File: src/rtl/wb_pkg.sv
// Shared writeback encodings for the KGPminiRISC writeback path.
package wb_pkg;

    typedef logic [1:0] wb_src_t;

    localparam wb_src_t WB_SRC_ALU  = 2'b00;
    localparam wb_src_t WB_SRC_MEM  = 2'b01;
    localparam wb_src_t WB_SRC_LINK = 2'b10;
    localparam wb_src_t WB_SRC_NONE = 2'b11;
    localparam wb_src_t WB_SEL_ZERO = 2'b11;

    typedef enum logic [1:0] {
        ST_IDLE     = 2'd0,
        ST_WAIT_MEM = 2'd1,
        ST_WRITE    = 2'd2
    } wb_state_e;

endpackage

File: src/rtl/wb_timeout_counter.sv
// Saturating wait counter for outstanding loads; hit flags the final allowed wait cycle.
module wb_timeout_counter #(
    parameter int unsigned MEM_TIMEOUT = 16,
    parameter int unsigned CNT_W       = 5
) (
    input  logic clk_i,
    input  logic rst_i,
    input  logic clr_i,
    input  logic en_i,
    output logic hit_o
);

    logic [CNT_W-1:0] count_q;
    logic [CNT_W-1:0] count_d;

    always_comb begin
        count_d = count_q;
        if (clr_i) begin
            count_d = '0;
        end else if (en_i && (count_q != '1)) begin
            count_d = count_q + 1'b1;
        end
    end

    always_ff @(posedge clk_i) begin
        if (rst_i) begin
            count_q <= '0;
        end else begin
            count_q <= count_d;
        end
    end

    assign hit_o = (count_q == CNT_W'(MEM_TIMEOUT - 1));

endmodule

File: src/rtl/wb_sequencer.sv
// Writeback controller: sequences ALU/LINK/load writebacks into the register file and
// drives the MemToReg mux select, stalling the front end while a load is outstanding.
module wb_sequencer
    import wb_pkg::*;
#(
    parameter int unsigned MEM_TIMEOUT = 16,
    parameter int unsigned CNT_W       = 5
) (
    input  logic       clk,
    input  logic       rst,
    input  logic       req_valid,
    output logic       req_ready,
    input  logic [1:0] req_src,
    input  logic [4:0] req_rd,
    input  logic       flush,
    input  logic       mem_rd_valid,
    output logic [1:0] mem_to_reg_sel,
    output logic       reg_write,
    output logic [4:0] reg_waddr,
    output logic       stall,
    output logic       wb_err
);

    wb_state_e  state_q, state_d;
    wb_src_t    sel_q, sel_d;
    logic [4:0] waddr_q, waddr_d;
    logic [4:0] rd_q, rd_d;
    logic       err_q, err_d;
    logic       cnt_clr, cnt_en, cnt_hit;
    logic       accept;

    wb_timeout_counter #(
        .MEM_TIMEOUT(MEM_TIMEOUT),
        .CNT_W      (CNT_W)
    ) u_timeout (
        .clk_i(clk),
        .rst_i(rst),
        .clr_i(cnt_clr),
        .en_i (cnt_en),
        .hit_o(cnt_hit)
    );

    assign req_ready = ((state_q == ST_IDLE) || (state_q == ST_WRITE)) && !flush;
    assign accept    = req_valid && req_ready;

    always_comb begin
        state_d = state_q;
        sel_d   = sel_q;
        waddr_d = waddr_q;
        rd_d    = rd_q;
        err_d   = 1'b0;
        cnt_clr = 1'b0;
        cnt_en  = 1'b0;

        case (state_q)
            ST_IDLE, ST_WRITE: begin
                state_d = ST_IDLE;
                if (accept) begin
                    case (req_src)
                        WB_SRC_ALU, WB_SRC_LINK: begin
                            state_d = ST_WRITE;
                            sel_d   = req_src;
                            waddr_d = req_rd;
                        end
                        WB_SRC_MEM: begin
                            state_d = ST_WAIT_MEM;
                            rd_d    = req_rd;
                            cnt_clr = 1'b1;
                        end
                        WB_SRC_NONE: state_d = ST_IDLE;
                        default:     state_d = ST_IDLE;
                    endcase
                end
            end
            ST_WAIT_MEM: begin
                cnt_en = 1'b1;
                // Flush beats late data and timeout; valid data beats timeout.
                if (flush) begin
                    state_d = ST_IDLE;
                end else if (mem_rd_valid) begin
                    state_d = ST_WRITE;
                    sel_d   = WB_SRC_MEM;
                    waddr_d = rd_q;
                end else if (cnt_hit) begin
                    state_d = ST_WRITE;
                    sel_d   = WB_SEL_ZERO;
                    waddr_d = rd_q;
                    err_d   = 1'b1;
                end
            end
            default: state_d = ST_IDLE;
        endcase
    end

    always_ff @(posedge clk) begin
        if (rst) begin
            state_q <= ST_IDLE;
            sel_q   <= '0;
            waddr_q <= '0;
            rd_q    <= '0;
            err_q   <= 1'b0;
        end else begin
            state_q <= state_d;
            sel_q   <= sel_d;
            waddr_q <= waddr_d;
            rd_q    <= rd_d;
            err_q   <= err_d;
        end
    end

    assign mem_to_reg_sel = sel_q;
    assign reg_waddr      = waddr_q;
    assign reg_write      = (state_q == ST_WRITE);
    assign stall          = (state_q == ST_WAIT_MEM);
    assign wb_err         = err_q;

endmodule

File: config.mk
export PLATFORM = sky130hd
export DESIGN_NAME = wb_sequencer
export DESIGN_NICKNAME = d
export VERILOG_FILES = /design/src/rtl/wb_pkg.sv /design/src/rtl/wb_timeout_counter.sv /design/src/rtl/wb_sequencer.sv
export SDC_FILE = /design/constraint.sdc
export NUM_CORES = 1
export LEC_CHECK = 0
export ABC_AREA = 1
export BUFFER_PORTS_ARGS = -buffer_cell sky130_fd_sc_hd__buf_2
export CAP_MARGIN = 10
export CORE_MARGIN = 2
export CORE_UTILIZATION = 30
export CTS_CLUSTER_DIAMETER = 150
export DETAILED_ROUTE_END_ITERATION = 7
export HOLD_SLACK_MARGIN = 0.08
export PLACE_DENSITY = 0.46
export REMOVE_ABC_BUFFERS = 1
export SETUP_SLACK_MARGIN = 0.15
export SLEW_MARGIN = 10
export SYNTH_ARGS = -nofsm -noshare
export SYNTH_HDL_FRONTEND = slang
export SYNTH_HIERARCHICAL = 1
export SYNTH_SLANG_ARGS = --single-unit
File: constraint.sdc
create_clock -name clk -period 2 [get_ports clk]
set_input_delay 0 -clock clk [delete_from_list [all_inputs] [get_ports clk]]
set_output_delay 0 -clock clk [all_outputs]
set_load 0.01 [all_outputs]
# After elaboration in Yosys (flattened, before gate mapping)

Index checks and enable logic that the tools add are counted.

Word-level logic and storage cells: 57
Flip-flop bits (word level): 20
Bits of input ports: 12
Output and inout bits: 11

Muxes and demuxes: 23
Bitwise operators: 1
Reduce and logical (&&, ||, !) cells: 14
Eq/ne operators: 12
Add/sub/neg operators: 1

Operators by type and width:

| kind                                                   | number |
|---|---|
| 2-to-1 mux 5 bit                                       | 5 |
| 2-to-1 mux 2 bit                                       | 9 |
| one-hot mux 5 bit (2 select lines)                     | 1 |
| one-hot mux 2 bit (2 select lines)                     | 2 |
| equality test 2 bit (second input constant)            | 3 |
| one-hot mux 2 bit (3 select lines)                     | 1 |
| OR reduction 2 bit                                     | 3 |
| adder 5 x 1 -> 5 bit (second input constant)           | 1 |
| equality test 5 x 4 -> 1 bit (second input constant)   | 1 |
| 2-to-1 mux 1 bit                                       | 5 |
| inequality test 5 bit (second input constant)          | 1 |
| AND reduction 5 bit                                    | 1 |
| equality test 2 x 1 -> 1 bit (second input constant)   | 2 |
| zero test 2 bit                                        | 2 |
| inequality test 2 bit (second input constant)          | 2 |
| inequality test 4 x 3 -> 1 bit (second input constant) | 1 |
| OR reduction 4 bit                                     | 1 |
| logical AND 1 bit                                      | 3 |
| inequality test 3 x 2 -> 1 bit (second input constant) | 1 |
| AND reduction 3 bit                                    | 1 |
| inequality test 2 x 1 -> 1 bit (second input constant) | 1 |
| nonzero test 2 bit                                     | 1 |
| zero test 1 bit                                        | 1 |
| logical OR 1 bit                                       | 1 |
| inverter 1 bit                                         | 1 |

# Logic depth before layout (Yosys ltp)

Gate-level depths: netlist of the first run.

Depth in word-level cells: 7
Depth in mapped cells: 10
Gate-level depth less buffers: 10

# By module

Netlist of the first run, hierarchy kept.

By module, submodules not included:

| module             | times used | area each (sq um) | sequential area each (sq um) | cells each |
|---|---|---|---|---|
| wb_sequencer       | 1          | 759.5             | 300.3                        | 108 |
| wb_timeout_counter | 1          | 282.8             | 100.1                        | 35 |

# Least setup slack after synthesis of the first run

No wires, ideal clock.

Kind: register to register
From: reg u_timeout.count_q[0]
To: reg sel_q[1] (netlist: mem_to_reg_sel[1])
Library setup time: 115 ps
Clock period less this slack: 1432 ps
Arrival: 1317 ps
Path slack: 568 ps
Required time: 1885 ps
Cell stages (with the launch flop): 10
Path buffers: 1
Cells stage by stage: dfxtp_1 ha_1 inv_1 nor2_1 ha_1 inv_1 nand3_4 buf_6 a21oi_1 nor2_1

Word-level cells in the longest chain between the ends: 3

Ends and longest elaborated chain:

| what                                            | RTL line                 | source |
|---|---|---|
| start: declaration                              | wb_timeout_counter.sv:13 | `logic [CNT_W-1:0] count_q;` |
| start signal: assignment                        | wb_timeout_counter.sv:29 | `count_q <= count_d;` |
| equality test 5 x 4 -> 1 bit                    | wb_timeout_counter.sv:33 | `assign hit_o = (count_q == CNT_W'(MEM_TIMEOUT - 1));` |
| named net cnt_hit                               | wb_sequencer.sv:29       | `logic cnt_clr, cnt_en, cnt_hit;` |
| inequality test 3 x 2 -> 1 bit (no source line) | -                        |  |
| AND reduction 5 bit (no source line)            | -                        |  |
| end signal: assignment                          | wb_sequencer.sv:104      | `sel_q <= sel_d;` |
| end: declaration                                | wb_sequencer.sv:25       | `wb_src_t sel_q, sel_d;` |

The timed path passes the listed nets, and every way through them passes these cells.
A chain may end at the register's enable or synchronous reset.

# Worst setup path after layout of the first run

From: reg u_timeout.count_q[0]
To: reg waddr_q[2] (netlist: reg_waddr[2])

Word-level cells in the longest chain between the ends: 3

Ends and longest elaborated chain:

| what                                            | RTL line                 | source |
|---|---|---|
| equality test 5 x 4 -> 1 bit                    | wb_timeout_counter.sv:33 |  |
| named net cnt_hit                               | wb_sequencer.sv:29       |  |
| inequality test 3 x 2 -> 1 bit (no source line) | -                        |  |
| AND reduction 5 bit (no source line)            | -                        |  |
| end signal: assignment                          | wb_sequencer.sv:105      | `waddr_q <= waddr_d;` |
| end: declaration                                | wb_sequencer.sv:26       | `logic [4:0] waddr_q, waddr_d;` |

The timed path passes the listed nets, and every way through them passes these cells.

==> results.py, run 1 <==
metrics = {
    "place": {
        "io_buffer_count": 22,
        "place_area_mm2": 0.00118,
        "dp.cells": 208,
        "place.gp.congestion": 0.766,
        "hpwlAfterDp_um": 1740,
    },
    "sta": {
        "slew_violations": 0,
        "finalSetupViolCount": 0,
        "hold_viol": 0,
        "worstMarginPinSlew_ns": 0.483,
        "fin_worst_skew_ns": 0.00332,
        "fin_crit_sh_pct": 74.9,
        "period_minus_slack_ns": 1.50,
        "fmax_ghz": 0.668,
        "rsz0062_at_grt": "no",
        "timing.hold.ws_ns": 0.0852,
        "slew_headroom_pct": 67.8,
        "fin_setup_tns_ns": 0,
    },
    "synthesis": {
        "ys_warn_count": 6,
        "synth_top_area_share_pct": 38.4,
        "synth-edff-count": 0,
        "avgSynthCellArea_um2": 7.29,
        "ys_ff_latch": 20,
        "async_reset_ff_share_pct": 0,
        "synth_top_area_cell": "dfxtp_1",
        "synth_area_mm2": 0.00104,
        "synth-seq-area-share_pct": 38.4,
        "synth_cells": 143,
        "synthTopCellsByArea": "dfxtp_1, nor2_1, nand2_1",
        "synth_top_cells_by_count": "nor2_1, nand2_1, dfxtp_1",
        "synth_cell_types": 22,
        "synthFlopType": "dfxtp_1",
        "synth.most_common_cell": "nor2_1",
    },
    "critical_path": {
        "crit_fanout": 14,
        "crit_required_ns": 2.21,
        "arrival_ns": 1.71,
        "endpoint_kind": "flop",
        "setup.worst_path.class": "reg -> reg",
        "cp-start-kind": "flop",
    },
    "final_layout": {
        "area_delta_synth_final_pct": 24.4,
        "seq_area_um2": 400,
        "fin_cells": 220,
        "nFillCells": 381,
        "nets": 190,
        "antennaDiodeCount": 0,
        "design_area_mm2": 0.00130,
        "layout-drive-gt1-share_pct": 24.1,
        "multi_input_area_um2": 524,
    },
    "global_route": {
        "grt_max_degree": 15,
        "grt_use_total_pct": 12.7,
        "overflow": 0,
        "grt_pass1_wl_um": 4010,
        "antenna_found_initial": 0,
        "first_global_vias": 947,
    },
    "clocking": {
        "clk_pin_slew_ns": 0.12,
        "cts_tree": "done",
        "cts_setup_buffers": 0,
        "max-clock-path-buffers": 2,
        "clk_latency_ns": 0.30,
        "h-tree-depth": 1,
        "cts.sinks": 20,
        "cts_root_buffer": "clkbuf_4",
        "postCtsHoldBufs": 8,
        "cts_buffers": 3,
        "post_cts_resized": 0,
    },
    "detailed_routing": {
        "drt_wl_total_um": 2260,
        "drc": 0,
        "drtAntennaViolNets": 0,
        "wl_per_cell_um": 10.3,
        "drtIter0Drc": 38,
        "drtPass1Iterations": 4,
        "via_per_inst": 4.40,
        "vias": 967,
    },
    "die": {
        "start_util_pct": 31.2,
        "coreArea_mm2": 0.00334,
        "pin_count": 23,
        "die_h_um": 62.9,
        "die_area_mm2": 0.00396,
        "rows": 21,
        "fp.dieW_um": 62.9,
    },
    "min_path": {
        "hold_class": "in -> reg",
    },
    "power": {
        "power.leakage_nw": 0.616,
        "ir_drop_mv": 0.195,
        "p_per_area_mw_per_mm2": 597,
    },
    "run_status": {
        "status": "finished clean",
    },
    "run": {
        "max_cap_violations": 0,
    },
}
==> metal layers <==
layer	vias up	routed length (µm)	global-route usage [%]
met4	0	29	4.17
met2	20	1070	22.5
met5	-	0	0
met3	4	86	3.06
li1	511	-	-
met1	432	1070	14.8
==> final timing paths <==
kind	startpoint	end	slack, ns	cells past startpoint
max	u_timeout/count_q[0]$_SDFFE_PP0P_	reg_waddr[2]$_SDFFE_PP0P_	0.50	8
min	req_valid	mem_to_reg_sel[0]$_SDFFE_PP0P_	0.09	4
min reg2reg	mem_to_reg_sel[0]$_SDFFE_PP0P_	mem_to_reg_sel[0]$_SDFFE_PP0P_	0.47	2
max reg2reg	u_timeout/count_q[0]$_SDFFE_PP0P_	reg_waddr[2]$_SDFFE_PP0P_	0.50	8
==> where the power goes <==
group | leakage, nW | internal (mW) | switching [mW]
logic | 0.432 | 0.0491 | 0.0610
registers | 0.163 | 0.413 | 0.00940
clock network | 0.0210 | 0.111 | 0.131
==> per-stage QoR <==
stage / setup slack, ns / total power, mW / utilization (%)
after floorplan: 0.629 / 0.490 / -
after global placement: 0.541 / 0.530 / 35.4
after detailed placement: 0.513 / 0.531 / 35.4
after CTS: 0.492 / 0.786 / 38.8
after global routing: 0.332 / 0.825 / 38.8
final: 0.503 / 0.774 / 38.8
==> flip-flops by register name (all words and copies together) (netlist names) <==
name / flops
mem_to_reg_sel: 2
wb_err: 1
state_q: 2
u_timeout/count_q: 5
rd_q: 5
reg_waddr: 5
==> cells in the final DEF (no fill, tap or decap), types with 2 or more instances in the layout <==
master,n
a21oi_1,9
dlygate4sd3_1,8
nor2_1,26
nand2_2,4
nand3_1,16
clkbuf_4,3
inv_1,17
nor2_8,2
ha_1,3
inv_4,2
buf_2,22
nand2_1,25
dfxtp_1,20
o21ai_0,6
==> cell families after synthesis <==
kind of cell	after synthesis	share of synthesized area, %
buffers and inverters	24	11.3
AOI/OAI and AO/OA	19	10.4
and+or+nand+nor	77	36.3
adders and majority gates	3	3.60
DFF	20	38.4
==> worst max-delay path, stage by stage (launching register included) <==
cell	delay (ns)
dfxtp_1	0.36
ha_1	0.21
inv_1	0.08
nor2_1	0.07
ha_1	0.18
inv_1	0.10
nand3_4	0.17
a21oi_1	0.18
nor2_1	0.06
==> area by class of cell <==
cell class	count	share of cell area (%)
clock buffer	4	2.80
multi-input combinational	99	40.4
sequential	20	30.9
tap	46	4.44
timing repair buffer	31	15.3
inverter	20	6.18
Power figures use the tool's default switching activity.
==> run 2: changes to the inputs <==
clock period = 1.5 ns   (was 2 ns; I/O delays follow)
==> run 2 against run 1 <==
Effect of this change: maximum frequency increased by 14%; via count increased by 2.5%; clock-buffer cell count decreased by 1; sequential share of layout area decreased by 2.9 points; global-route usage increased by 0.78 points; non-clock buffer count increased by 4; final area increased by 12%; clock power increased by 91%; combinational power increased by 47%; die area unchanged; critical path depth increased by 1; worst hold slack improved by 0.033 ns; largest cell class unchanged.
==> results.py, run 2 (synthesis gave the netlist of run 1 again) <==
metrics = {
    "run_status": {
        "status": "finished clean",
    },
    "die": {
        "pin_count": 23,
        "die_area_mm2": 0.00396,
        "die_h_um": 62.9,
        "start_util_pct": 31.2,
        "rows": 21,
        "coreArea_mm2": 0.00334,
        "fp.dieW_um": 62.9,
    },
    "detailed_routing": {
        "wl_per_cell_um": 11.4,
        "drtIter0Drc": 17,
        "vias": 991,
        "drtAntennaViolNets": 0,
        "drt_wl_total_um": 2580,
        "drc": 0,
        "drtPass1Iterations": 4,
        "via_per_inst": 4.40,
    },
    "sta": {
        "period_minus_slack_ns": 1.32,
        "worstMarginPinSlew_ns": 0.389,
        "fin_setup_tns_ns": 0,
        "fin_worst_skew_ns": 0.00324,
        "rsz0062_at_grt": "yes",
        "fin_crit_sh_pct": 87.8,
        "slew_headroom_pct": 74.0,
        "finalSetupViolCount": 0,
        "slew_violations": 0,
        "hold_viol": 0,
        "fmax_ghz": 0.759,
    },
    "global_route": {
        "first_global_vias": 967,
        "use_met1_pct": 16.8,
        "overflow": 0,
        "antenna_found_initial": 0,
        "gr-usage-met3_pct": 2.70,
        "grt_pass1_wl_um": 4220,
        "grt_use_total_pct": 13.5,
        "use_met2_pct": 23.1,
        "grt_max_degree": 14,
        "gr-max-usage-layer": "met2",
    },
    "power": {
        "ir_drop_mv": 0.335,
        "p_sw_mw": 0.295,
        "seq_power_share_pct": 47.4,
        "power.leakage_nw": 0.650,
        "combPwrFrac_pct": 13.6,
        "p_per_area_mw_per_mm2": 818,
        "clkPwrFrac_pct": 38.9,
        "p_sw_share_pct": 24.8,
        "internal_power_mw": 0.892,
        "fin_total_pwr_mw": 1.19,
    },
    "critical_path": {
        "endpoint_kind": "flop",
        "crit_required_ns": 1.77,
        "cp-start-kind": "flop",
        "setup.worst_path.class": "reg -> reg",
        "crit_fanout": 7,
        "reg2regPathDepth": 9,
        "arrival_ns": 1.58,
    },
    "min_path": {
        "hold_class": "in -> reg",
        "hold_depth": 4,
    },
    "clocking": {
        "cts_buffers": 3,
        "h-tree-depth": 1,
        "clk_pin_slew_ns": 0.13,
        "cts_root_buffer": "clkbuf_4",
        "cts.sinks": 20,
        "clk_latency_ns": 0.32,
        "cts_tree": "done",
        "max-clock-path-buffers": 2,
    },
    "final_layout": {
        "area_delta_synth_final_pct": 39.1,
        "nFillCells": 376,
        "antennaDiodeCount": 0,
        "multi_input_area_um2": 622,
        "seq_area_um2": 405,
        "nets": 195,
        "mostFrequentLayoutCells": "nor2_1, nand2_1, buf_2, dfxtp_1, inv_1",
        "layout-drive-gt1-share_pct": 36.3,
    },
    "run": {
        "max_cap_violations": 0,
    },
    "place": {
        "hpwlAfterDp_um": 1760,
        "io_buffer_count": 22,
        "place.gp.congestion": 0.774,
    },
}
==> run 2: cell types whose count changed in the layout (fill, tap and decap cells not counted), moves of 3 or more <==
| cell | previous run | this run |
|---|---|---|
| dfxtp_1 | 20 | 16 |
| dfxtp_2 | 0 | 4 |
| inv_1 | 17 | 14 |
| buf_4 | 1 | 5 |
| nand3_1 | 16 | 9 |
| ha_1 | 3 | 0 |
| nand3_2 | 0 | 7 |
==> run 2: final timing paths <==
path / from / to / slack [ns]
hold reg to reg: mem_to_reg_sel[0]$_SDFFE_PP0P_ / mem_to_reg_sel[0]$_SDFFE_PP0P_ / 0.47
hold / removal: req_valid / state_q[0]$_SDFFE_PP0P_ / 0.12
setup / recovery: u_timeout/count_q[1]$_SDFFE_PP0P_ / mem_to_reg_sel[1]$_SDFFE_PP0P_ / 0.18
setup reg to reg: u_timeout/count_q[1]$_SDFFE_PP0P_ / mem_to_reg_sel[1]$_SDFFE_PP0P_ / 0.18
==> run 2: worst max-delay path, stage by stage (launching register included) <==
cell	delay (ns)
dfxtp_2	0.36
ha_4	0.17
inv_4	0.06
nor2_4	0.04
ha_4	0.16
inv_4	0.08
nand3_4	0.14
nand3_2	0.11
nand2_1	0.05
nor2_1	0.10
==> run 2: layout make-up <==
type	count	share of cell area [%]
well taps	46	3.97
clock inverters	1	2.07
multi-input cells	100	42.9
inverters	20	5.87
clock buffers	3	1.55
flip-flops and latches	20	28.0
repair buffers	35	15.7
==> run 2: layer usage <==
layer | up-vias | wire, µm
met5 | - | 0
li1 | 525 | -
met4 | 0 | 34
met1 | 442 | 1240
met3 | 5 | 82
met2 | 19 | 1220
==> run 2: power groups by stage <==
stage | registers [mW] | clock network, mW | logic [mW]
final | 0.562 | 0.462 | 0.162
after global routing | 0.566 | 0.504 | 0.181
after CTS | 0.562 | 0.467 | 0.160
after detailed placement | 0.574 | 0 | 0.136
after global placement | 0.573 | 0 | 0.135
after floorplan | 0.579 | 0 | 0.0749
==> run 2: metrics by stage <==
stage | std cells | instance area, µm² | setup slack (ns) | util [%] | hold slack [ns]
CTS | 224 | 1410 | 0.151 | 42.3 | 0.0934
floorplan | 139 | 1000 | 0.129 | - | 0.0230
global placement | 210 | 1190 | 0.0600 | 35.8 | 0.238
detailed placement | 210 | 1190 | 0.0140 | 35.8 | 0.224
finish | 225 | 1450 | 0.183 | 43.5 | 0.118
global route | 225 | 1450 | 0.0950 | 43.5 | 0.130
==> run 2: what timing repair did <==
item	CTS	global route
pin swaps	6	5
hold buffers	8	0
buffers inserted	1	1
endpoints found under the setup margin	15	13
cloned	1	0
gates resized for setup	17	9
hold endpoints to repair	13	0
==> run 3: changes to the inputs <==
RECOVER_POWER = 100   (was default)
==> run 3 against run 2 <==
Effect of this change: non-clock buffer count stayed put; total power is 0.17% lower; sequential power hardly changed; largest power group unchanged; highest routed layer unchanged.
==> results.py, run 3 (synthesis gave the netlist of run 1 again) <==
metrics = {
    "run": {
        "max_cap_violations": 0,
    },
    "critical_path": {
        "arrival_ns": 1.57,
        "crit_required_ns": 1.72,
        "r2r_slack_ns": 0.15,
        "reg2regPathDepth": 9,
        "timing.rr.start": "u_timeout/count_q[1]$_SDFFE_PP0P_",
        "worst_r2r_endpoint": "u_timeout/count_q[0]$_SDFFE_PP0P_",
        "setup.worst_path.class": "reg -> reg",
        "endpoint_kind": "flop",
        "crit_fanout": 6,
        "cp-start-kind": "flop",
    },
    "global_route": {
        "first_global_vias": 967,
        "grt_pass1_wl_um": 4220,
        "grt_use_total_pct": 13.5,
        "grt_max_degree": 14,
        "antenna_found_initial": 0,
        "overflow": 0,
    },
    "detailed_routing": {
        "wl_per_cell_um": 11.4,
        "drt_wl_total_um": 2580,
        "vias": 1008,
        "drtIter0Drc": 14,
        "via_per_inst": 4.48,
        "drtAntennaViolNets": 0,
        "drc": 0,
        "drtPass1Iterations": 4,
    },
    "power": {
        "p_sw_share_pct": 25.0,
        "power.leakage_nw": 0.618,
        "p_sw_mw": 0.296,
        "ir_drop_mv": 0.335,
        "combPwrFrac_pct": 13.3,
        "internal_power_mw": 0.888,
        "seq_power_share_pct": 47.5,
        "p_per_area_mw_per_mm2": 830,
        "clkPwrFrac_pct": 39.2,
    },
    "die": {
        "fp.dieW_um": 62.9,
        "die_h_um": 62.9,
        "rows": 21,
        "pin_count": 23,
        "start_util_pct": 31.2,
        "die_area_mm2": 0.00396,
        "coreArea_mm2": 0.00334,
    },
    "min_path": {
        "whs_endpoint": "state_q[0]$_SDFFE_PP0P_",
        "hold_class": "in -> reg",
        "hold_depth": 4,
        "hp-start": "req_valid",
    },
    "place": {
        "hpwlAfterDp_um": 1760,
        "dp.cells": 210,
        "place.gp.congestion": 0.774,
        "io_buffer_count": 22,
    },
    "sta": {
        "slew_headroom_pct": 74.0,
        "worstMarginPinSlew_ns": 0.389,
        "fmax_ghz": 0.740,
        "hold_viol": 0,
        "fin_worst_skew_ns": 0.00497,
        "slew_violations": 0,
        "finalSetupViolCount": 0,
        "timing.hold.ws_ns": 0.123,
        "period_minus_slack_ns": 1.35,
        "fin_setup_tns_ns": 0,
        "fin_crit_sh_pct": 90.1,
        "rsz0062_at_grt": "yes",
    },
    "final_layout": {
        "layout-drive-gt1-share_pct": 29.1,
        "fin_cells": 225,
        "final_common_cell": "nand2_1",
        "nets": 195,
        "mostFrequentLayoutCells": "nand2_1, nor2_1, dfxtp_1, inv_1, buf_2",
        "antennaDiodeCount": 0,
        "final_util_pct": 42.8,
        "area_delta_synth_final_pct": 37.0,
    },
    "clocking": {
        "h-tree-depth": 1,
        "cts_root_buffer": "clkbuf_4",
        "cts_tree": "done",
        "max-clock-path-buffers": 2,
        "cts_buffers": 3,
        "clk_latency_ns": 0.32,
        "clk_pin_slew_ns": 0.13,
        "cts.sinks": 20,
    },
    "run_status": {
        "status": "finished clean",
    },
}
[run 3: cell count changes in the layout (fill, tap and decap cells not counted), sizes merged]
cell and change:
buf -8, clkbuf +8
[run 3: worst max-delay path by stage]
stage                                       from                                 to  depth (start not counted)
6_report       u_timeout/count_q[1]$_SDFFE_PP0P_  u_timeout/count_q[0]$_SDFFE_PP0P_                          9
5_1_grt                  state_q[0]$_SDFFE_PP0P_          reg_waddr[1]$_SDFFE_PP0P_                          8
4_1_cts        u_timeout/count_q[0]$_SDFFE_PP0P_  u_timeout/count_q[2]$_SDFFE_PP0P_                         10
3_5_place_dp   u_timeout/count_q[1]$_SDFFE_PP0P_          reg_waddr[0]$_SDFFE_PP0P_                          9
3_3_place_gp   u_timeout/count_q[0]$_SDFFE_PP0P_          reg_waddr[2]$_SDFFE_PP0P_                          8
2_1_floorplan  u_timeout/count_q[0]$_SDFFE_PP0P_     mem_to_reg_sel[1]$_SDFFE_PP0P_                          8
[run 3: through the flow]
step | power [mW] | instance area (µm²) | setup slack [ns]
final | 1.18 | 1430 | 0.148
after detailed placement | 0.710 | 1190 | 0.0140
after global routing | 1.25 | 1430 | 0.0590
after CTS | 1.19 | 1410 | 0.151
after global placement | 0.709 | 1190 | 0.0600
after floorplan | 0.654 | 1000 | 0.129
[run 3: timing repair]
item                                   4_1_cts  5_1_grt
endpoints found under the hold margin       13        0
buffers inserted                             1        1
gates resized for setup                     17        9
cloned                                       1        0
hold buffers                                 8        0
pin swaps                                    6        5
setup endpoints to repair                   15       13
[run 3: area by class of cell]
type                    instances  area [µm²]
fillers                       379        1910
clock buffers                   3        22.5
repair buffers                 35         218
well taps                      46        57.6
inverters                      20        85.1
clock inverters                 1        30.0
multi-input cells             100         612
flip-flops and latches         20         403
[run 3: critical path: stages, from the launching register on]
cell and delay (ns):
dfxtp_1 0.41, ha_4 0.17, inv_4 0.04, nor2_4 0.10
ha_1 0.17, inv_2 0.06, nand2_4 0.08, inv_4 0.05
o21ai_1 0.11, a21oi_1 0.05
[run 3: routing by layer]
layer,up-vias,track usage [%],wire [µm]
li1,527,-,-
met1,451,16.8,1220
met2,23,23.1,1230
met3,7,2.70,85
met4,0,4.17,37
met5,-,0,0
[run 3: power groups by stage]
stage | registers, mW | clock network [mW] | logic [mW]
3_5_place_dp | 0.574 | 0 | 0.136
4_1_cts | 0.562 | 0.467 | 0.160
2_1_floorplan | 0.579 | 0 | 0.0749
6_report | 0.563 | 0.464 | 0.158
5_1_grt | 0.566 | 0.504 | 0.177
3_3_place_gp | 0.573 | 0 | 0.135
